--- config.mk ---
export PLATFORM = sky130hd
export DESIGN_NAME = pdm_decimator
export DESIGN_NICKNAME = d
export VERILOG_FILES = /design/src/rtl/pdm_pkg.sv /design/src/rtl/cic_integrator.sv /design/src/rtl/pdm_decimator.sv
export SDC_FILE = /design/constraint.sdc
export NUM_CORES = 1
export LEC_CHECK = 0
export BUFFER_PORTS_ARGS = -buffer_cell sky130_fd_sc_hd__buf_4
export CELL_PAD_IN_SITES_DETAIL_PLACEMENT = 0
export CELL_PAD_IN_SITES_GLOBAL_PLACEMENT = 1
export CORE_MARGIN = 8
export CORE_UTILIZATION = 50
export DETAILED_ROUTE_END_ITERATION = 8
export PLACE_DENSITY = 0.79
export SYNTH_ARGS = -nofsm -noshare
export SYNTH_HDL_FRONTEND = slang
export SYNTH_SLANG_ARGS = --single-unit
--- constraint.sdc ---
create_clock -name clk -period 11.5 [get_ports clk]
set_input_delay 0.575 -clock clk [delete_from_list [all_inputs] [get_ports clk]]
set_output_delay 0.575 -clock clk [all_outputs]
set_load 0.02 [all_outputs]
--- src/rtl/pdm_pkg.sv ---
// Shared definitions for the PDM-to-PCM CIC decimator.
//   CIC_ORDER  : number of integrator/comb pairs (3).
//   cic_width  : accumulator width needed for a given log2 decimation ratio.
//   comb_state_t : sequencing of the time-shared comb subtractor.
//   cic_scale  : clamp the unsigned CIC result and map it to signed PCM.
package pdm_pkg;

  localparam int CIC_ORDER = 3;

  function automatic int cic_width(input int decim_log2);
    return CIC_ORDER * decim_log2 + 1;
  endfunction

  typedef enum logic [2:0] {
    IDLE,
    C1,
    C2,
    C3,
    OUT
  } comb_state_t;

  // r is the unsigned CIC result (0..R^3, acc_w bits used). The only value
  // with bit acc_w-1 set is exactly R^3, which is clamped to R^3-1 so that a
  // full-scale input lands on the largest positive code instead of wrapping.
  // The top out_w bits of the remaining fraction are kept (zero-padded on the
  // right for small ratios), and the MSB is inverted to go from offset binary
  // to two's complement.
  function automatic logic [31:0] cic_scale(input logic [63:0] r,
                                            input int acc_w,
                                            input int out_w);
    logic [63:0] frac;
    logic [63:0] scaled;
    int          frac_w;
    frac_w = acc_w - 1;
    frac   = r & ((64'd1 << frac_w) - 64'd1);
    if (r[frac_w]) frac = (64'd1 << frac_w) - 64'd1;
    if (frac_w >= out_w) scaled = frac >> (frac_w - out_w);
    else                 scaled = frac << (out_w - frac_w);
    scaled[out_w-1] = ~scaled[out_w-1];
    return scaled[31:0];
  endfunction

endpackage

--- src/rtl/cic_integrator.sv ---
// One modular CIC integrator: acc accumulates the zero-extended addend every
// clock and wraps silently at 2^ACC_W.
//   clk, rst : clock, asynchronous active-high reset
//   addend   : IN_W-bit unsigned input (previous stage or the PDM bit)
//   acc      : ACC_W-bit running sum
module cic_integrator #(
  parameter int IN_W  = 1,
  parameter int ACC_W = 34
) (
  input  logic             clk,
  input  logic             rst,
  input  logic [IN_W-1:0]  addend,
  output logic [ACC_W-1:0] acc
);

  always_ff @(posedge clk or posedge rst) begin
    if (rst) acc <= '0;
    else     acc <= acc + ACC_W'(addend);
  end

endmodule

--- src/rtl/pdm_decimator.sv ---
// 3rd-order CIC decimator turning a 1-bit density stream into signed PCM.
//   clk, rst      : clock, asynchronous active-high reset
//   data_in       : 1-bit density stream (1 counts as one, 0 as zero)
//   sample        : signed OUT_W-bit PCM sample
//   sample_valid  : sample holds a new, unconsumed value
//   sample_ready  : consumer takes sample on a cycle with sample_valid high
//   overrun       : sticky, a pending sample was overwritten
//   overrun_clr   : single-cycle clear of overrun (a same-cycle overrun wins)
module pdm_decimator
  import pdm_pkg::*;
#(
  parameter int DECIM_LOG2 = 11,
  parameter int OUT_W      = 16
) (
  input  logic                    clk,
  input  logic                    rst,
  input  logic                    data_in,
  output logic signed [OUT_W-1:0] sample,
  output logic                    sample_valid,
  input  logic                    sample_ready,
  output logic                    overrun,
  input  logic                    overrun_clr
);

  localparam int W = cic_width(DECIM_LOG2);

  logic [W-1:0] integ1, integ2, integ3;

  cic_integrator #(.IN_W(1), .ACC_W(W)) u_int1 (
    .clk(clk), .rst(rst), .addend(data_in), .acc(integ1));
  cic_integrator #(.IN_W(W), .ACC_W(W)) u_int2 (
    .clk(clk), .rst(rst), .addend(integ1), .acc(integ2));
  cic_integrator #(.IN_W(W), .ACC_W(W)) u_int3 (
    .clk(clk), .rst(rst), .addend(integ2), .acc(integ3));

  // Decimation: tick on the last count of each frame; the snapshot takes the
  // value integ3 is being updated to on that same edge.
  logic [DECIM_LOG2-1:0] decim_cnt;
  logic                  tick;
  logic [W-1:0]          snap;

  assign tick = (decim_cnt == '1);

  always_ff @(posedge clk or posedge rst) begin
    if (rst) begin
      decim_cnt <= '0;
      snap      <= '0;
    end else begin
      decim_cnt <= decim_cnt + DECIM_LOG2'(1);
      if (tick) snap <= integ3 + integ2;
    end
  end

  // Comb FSM: one shared subtractor walks the three comb stages.
  comb_state_t state, state_next;

  always_ff @(posedge clk or posedge rst) begin
    if (rst) state <= IDLE;
    else     state <= state_next;
  end

  always_comb begin
    state_next = state;
    case (state)
      IDLE:    if (tick) state_next = C1;
      C1:      state_next = C2;
      C2:      state_next = C3;
      C3:      state_next = OUT;
      OUT:     state_next = IDLE;
      default: state_next = IDLE;
    endcase
  end

  logic [W-1:0] dly1, dly2, dly3, stage_val;
  logic [W-1:0] comb_in, comb_dly, comb_diff;

  always_comb begin
    comb_in  = stage_val;
    comb_dly = dly3;
    case (state)
      C1: begin
        comb_in  = snap;
        comb_dly = dly1;
      end
      C2:      comb_dly = dly2;
      default: comb_dly = dly3;
    endcase
    comb_diff = comb_in - comb_dly;
  end

  always_ff @(posedge clk or posedge rst) begin
    if (rst) begin
      dly1      <= '0;
      dly2      <= '0;
      dly3      <= '0;
      stage_val <= '0;
    end else begin
      case (state)
        C1: begin
          dly1      <= comb_in;
          stage_val <= comb_diff;
        end
        C2: begin
          dly2      <= comb_in;
          stage_val <= comb_diff;
        end
        C3: begin
          dly3      <= comb_in;
          stage_val <= comb_diff;
        end
        default: ;
      endcase
    end
  end

  // Output stage: the first three results only prime the comb delays.
  logic [1:0]       warm;
  logic             load;
  logic             transfer;
  logic [OUT_W-1:0] scaled;

  assign load     = (state == OUT) && (warm == 2'd3);
  assign transfer = sample_valid && sample_ready;
  assign scaled   = OUT_W'(cic_scale(64'(stage_val), W, OUT_W));

  always_ff @(posedge clk or posedge rst) begin
    if (rst) begin
      warm         <= '0;
      sample       <= '0;
      sample_valid <= 1'b0;
      overrun      <= 1'b0;
    end else begin
      if (state == OUT && warm != 2'd3) warm <= warm + 2'd1;
      if (load) begin
        sample       <= scaled;
        sample_valid <= 1'b1;
      end else if (transfer) begin
        sample_valid <= 1'b0;
      end
      if (load && sample_valid && !sample_ready) overrun <= 1'b1;
      else if (overrun_clr)                      overrun <= 1'b0;
    end
  end

endmodule

Yosys cells after proc, flatten, opt, wreduce, memory -nomap -nowiden
Index checks and enable logic that the tools add are counted.
{ "word_totals": {"inputBits": 5, "ramBits": 0, "reg_bits": 306, "mem_count": 0, "output_inout_bits": 18, "latchBits": 0, "elab_cells": 48, "mem_bits_ro": 0} }
{ "classes": {"bitwise": 1, "mux": 9, "shifts": 0, "mul": 0, "reduce_logical": 10, "n_div": 0, "n_addsub": 6, "order_cmp": 0, "n_eq_ne": 8} }
{ "op_table": {"columns": ["cell", "n"], "rows": [
  ["$add A34 B34 Y34", 2],
  ["$pmux W34 S2", 1],
  ["$add A34 B1 Y34", 1],
  ["$mux W34", 1],
  ["$sub A34 B34 Y34", 1],
  ["$mux W33", 1],
  ["$pmux W3 S4", 1],
  ["$add A11 B1 Y11 const B", 1],
  ["$eq A11 B11 Y1 const B", 1],
  ["$eq A3 B2 Y1 const B", 2],
  ["$logic_and A1 B1 Y1", 5],
  ["$mux W1", 4],
  ["$ne A2 B2 Y1 const B", 2],
  ["$reduce_bool A2 Y1", 2],
  ["$eq A3 B1 Y1 const B", 1],
  ["$eq A3 B3 Y1 const B", 1],
  ["$logic_not A3 Y1", 1],
  ["$mux W3", 1],
  ["$reduce_or A3 Y1", 1],
  ["$add A2 B1 Y2 const B", 1],
  ["$eq A2 B2 Y1 const B", 1],
  ["$logic_not A1 Y1", 1],
  ["$not A1 Y1", 1]
]} }

Depth between registers and ports, before layout
{ "logic_depth": {"depth_word": 5, "mapped_depth": 19, "depth_no_buf": 17} }

Hierarchy
Synthesis repeated with hierarchy kept, for this count alone.
{ "unflattened": {"cells_unflattened": 2114, "hier_area_um2": 18809.3} }
{ "modules_own_cells": {"columns": ["mod", "seq_area_each_um2", "instances", "area_per_inst_um2", "cells_per_inst"], "rows": [
  ["pdm_decimator", 5104.9, 1, 11678.7, 1353],
  ["cic_integrator (u_int2 ...)", 850.8, 2, 2803.9, 317],
  ["cic_integrator (u_int1)", 850.8, 1, 1522.7, 127]
]} }

Worst setup path after synthesis
OpenSTA, ideal clock, no wires.
{ "synth_timing": {"path_type": "reg2reg", "startpoint": "register state[2]", "endpoint": "register stage_val[33]", "setup_time_ns": 0.127, "n_path_buf": 4, "synth_period_minus_slack_ns": 3.908, "stages_incl_launch_ff": 20, "setup_slack_ns": 7.592, "t_arrival_ns": 3.781, "t_required_ns": 11.373, "path_cell_list": "dfrtp_1 clkbuf_1 nor2_1 and2_1 clkbuf_1 clkbuf_1 a22o_1 a21oi_1 ha_1 clkbuf_1 nand3_1 nor2_1 a21oi_1 o41a_1 o22a_1 o311ai_1 o211ai_1 xnor2_1 o211a_1 nor3_1"} }
{ "synth_via": {"elab_chain_cells": 3, "elab_cells_between_ends": 7, "cone_classes": "add/sub (1); eq/ne (3); mux (2); reduce/logical (1)"} }
{ "synth_rtl": {"columns": ["item", "line_no", "source"], "rows": [
  ["start: declaration", "pdm_decimator.sv:55", "comb_state_t state, state_next;"],
  ["start signal: assignment", "pdm_decimator.sv:59", "else state <= state_next;"],
  ["$eq A3 B2 Y1 or $eq A3 B1 Y1 (tied branches)", "pdm_decimator.sv:80, pdm_decimator.sv:98", null],
  ["$pmux W34 S2 or $mux W34 (tied branches)", "pdm_decimator.sv:80", "case (state)"],
  ["$sub A34 B34 Y34", "pdm_decimator.sv:88", "comb_diff = comb_in - comb_dly;"],
  ["end signal: assignment", "pdm_decimator.sv:101", "stage_val <= comb_diff;"],
  ["end signal: assignment", "pdm_decimator.sv:105", "stage_val <= comb_diff;"],
  ["end signal: assignment", "pdm_decimator.sv:109", "stage_val <= comb_diff;"],
  ["end: declaration", "pdm_decimator.sv:74", "logic [W-1:0] dly1, dly2, dly3, stage_val;"]
]} }
Several ways; a longest one is shown, not always the timed one.
A chain may end at the register's enable or synchronous reset.

Worst setup path after layout
{ "layout_timing": {"startpoint": "register state[0]", "endpoint": "register stage_val[33]"} }
Same word-level chain as after synthesis.

==> results.yml <==
clocking:
  clk_pin_slew_ns: 0.06
  clk-insertion-delay-late_ns: 0.51
  cts_sinks: 306
  cts_tree: "yes"
  cts_inserted_buffers: 36
  cts_max_path_buffers: 3
  cts-root-buf: "clkbuf_16"
  cts_resized: 0
  cts_setup_buffers: 0
  hold_buffers: 0
  htree_num_levels: 2
detailed_routing:
  drc: 0
  drt_iter0_markers: 558
  num_vias: 11800
  drt-pass1-iter-count: 4
  routed_wl_um: 35100
  ant_nets: 0
  viasPerCell: 5.42
  post_drt_wl_per_cell_um: 16.2
die:
  die_area_um2: 38600
  die_y_um: 196
  die_w_um: 196
  core_um2: 32300
  ios: 23
  num_rows: 66
  start_util_pct: 50.4
yosys:
  synth_ff_type: "dfrtp_1"
  synth.avg_cell_area_um2: 9.61
  synth_edf_count: 0
  syn_inst: 1694
  synthTopCellsByArea: "dfrtp_1 (47%), nand2_1 (9.2%), ha_1 (7.9%)"
  syn-num-nets: 1805
  ys_seq_area_share_pct: 47.0
  ys_ff_latch: 306
  synth_cell_types: 74
  synthTopCellsByCount: "nand2_1 (401), dfrtp_1 (306), a21oi_1 (116)"
  synth_most_common_cell: "nand2_1"
  ys_warn_count: 0
  netlist_area_um2: 16300
  synth_area_leader_cell: "dfrtp_1"
  synth_top_area_share_pct: 47.0
  synthArstFlopShare_pct: 100
place:
  dp_hpwl_um: 24400
  gp_congestion: 0.832
  dp_slack_ns: 7.05
  port_buffers: 22
global_routing:
  overflow: 0
  grt_use_total_pct: 18.7
  antenna_found_initial: 0
  grt_pass1_wl_um: 60100
  grt_start_max_net_pins: 83
  first_global_vias: 12000
layout:
  diodes: 0
  syn_to_final_growth_pct: 11.1
  drive_gt1_share_pct: 9.93
  finalNetCount: 1820
worst_setup_path:
  critPathKind: "flop to flop"
  critPathMaxStageDelay_ns: 0.70
  cp-end-kind: "flop"
  cp.arrival_ns: 4.92
  critPathMostFrequentCell: "buf_4"
  start_kind: "flop"
  cp.required_ns: 11.88
  slowest_stage: "nor2_2"
  crit_fanout: 26
  cp_cell_sequence: "nor3b_2 > buf_4 > nor2_2 > buf_4 > a21oi_1 > ha_1 > nand3_1 > o41a_1 > o22a_1 > o311ai_1 > o211ai_1 > xnor2_1 > o211a_1 > nor3_1"
timing:
  period_share_pct: 39.4
  finalSetupTns_ns: 0
  finalHoldViolCount: 0
  relSlewSlack_pct: 35.0
  worst_slew_pin_slew_ns: 0.975
  setup_viol: 0
  slew_viol_final: 0
  skew_ns: 0.0122
  grt_setup_unrepaired: "no"
  timing.final.ws_setup_ns: 6.97
  max_freq_ghz: 0.221
  post-route-min-period_ns: 4.53
min_path:
  hold_path.class: "input pin to asynchronous set/reset pin"
job:
  maxCapViolCount: 0
power:
  powerDensity_nw_per_um2: 165
  power_w: 0.00298
  p_leak_nw: 9.29
  peakVddDrop_v: 0.000164
run_status:
  outcome: "complete, no violations"
[final timing paths]
check                                 to  slack, ns        start  cells past startpoint
max reg2reg                stage_val[33]       6.97     state[0]                     14
max                        stage_val[33]       6.97     state[0]                     14
min                           sample[14]       0.15          rst                      2
min in group clk                 overrun       0.26  overrun_clr                      2
max in group asynchronous        dly3[2]       9.97          rst                      3
min reg2reg                    sample[9]       0.46    sample[9]                      2
[critical path: cells and delay by family, from the launching register on]
family,cells,cell delay (ns)
xor+xnor,1,0.26
buf+inv,2,0.69
compound gates,6,1.58
flops,1,0.41
fa+ha+maj,1,0.40
simple gates,4,1.07
[per-stage QoR]
stage / util [%] / instances / cell area [µm²] / hold WS [ns]
final: 56.0 / 2174 / 18100 / 0.147
after global routing: 56.0 / 2174 / 18100 / 0.179
after CTS: 56.0 / 2174 / 18100 / 0.149
after detailed placement: 52.3 / 2113 / 16900 / 0.457
after global placement: 52.3 / 2113 / 16900 / 0.451
after floorplan: - / 1694 / 16300 / 0.438
[metal layers]
metal  track usage [%]  vias up  share of wire, %
li1                  -     5900                 -
met1              24.8     5656                47
met2              31.4      164                47
met5                 0        -                 0
met3              2.56       56               3.5
met4              5.61        0               2.4
[state kept, by name, summed over array words and instances (netlist names)]
register      cells
dly1             34
dly2             34
dly3             34
snap             34
stage_val        34
u_int1.acc       34
u_int2.acc       34
u_int3.acc       34
sample           16
decim_cnt        11
state             3
warm              2
overrun           1
sample_valid      1
[placed cells by master, fill, tap and decap left out, types with 5 or more instances in the layout]
| cell | instances |
|---|---|
| nor2_1 | 66 |
| buf_4 | 35 |
| a21o_1 | 35 |
| nor3_1 | 10 |
| mux2_2 | 60 |
| clkbuf_16 | 37 |
| clkinv_2 | 5 |
| inv_1 | 34 |
| dfrtp_1 | 306 |
| nor2b_1 | 15 |
| a22o_1 | 32 |
| clkbuf_8 | 10 |
| a211oi_1 | 12 |
| o21a_1 | 16 |
| and3_1 | 14 |
| xnor2_1 | 92 |
| nand2_1 | 401 |
| o21bai_1 | 16 |
| o211ai_1 | 6 |
| o21ai_1 | 45 |
| nand4_1 | 20 |
| a21oi_1 | 116 |
| xor2_1 | 37 |
| nand2b_1 | 16 |
| nand3_1 | 33 |
| o31ai_1 | 8 |
| ha_1 | 103 |
| o21ai_0 | 58 |
[final cells by class]
type | instances | area [µm²]
clock buffer | 51 | 1080
clock inverter | 10 | 111
fill | 2864 | 14200
inverter | 39 | 154
multi-input combinational | 1291 | 8270
sequential | 306 | 7660
tap | 442 | 553
timing repair buffer | 35 | 263
[power breakdown]
part | internal, W | switching [W] | total, W
sequential | 0.00115 | 0.0000450 | 0.00120
clock | 0.000696 | 0.000441 | 0.00114
combinational | 0.000276 | 0.000363 | 0.000639
total | 0.00213 | 0.000849 | 0.00298
[cell families after synthesis]
kind of cell | Yosys count | share of synthesized area, %
compound gates | 392 | 15.5
xor+xnor | 129 | 6.94
fa+ha+maj | 106 | 8.28
buf+inv | 97 | 2.24
flops | 306 | 47.0
mux | 65 | 4.47
simple gates | 599 | 15.6
Note: power is estimated with default switching activity, not from simulation.
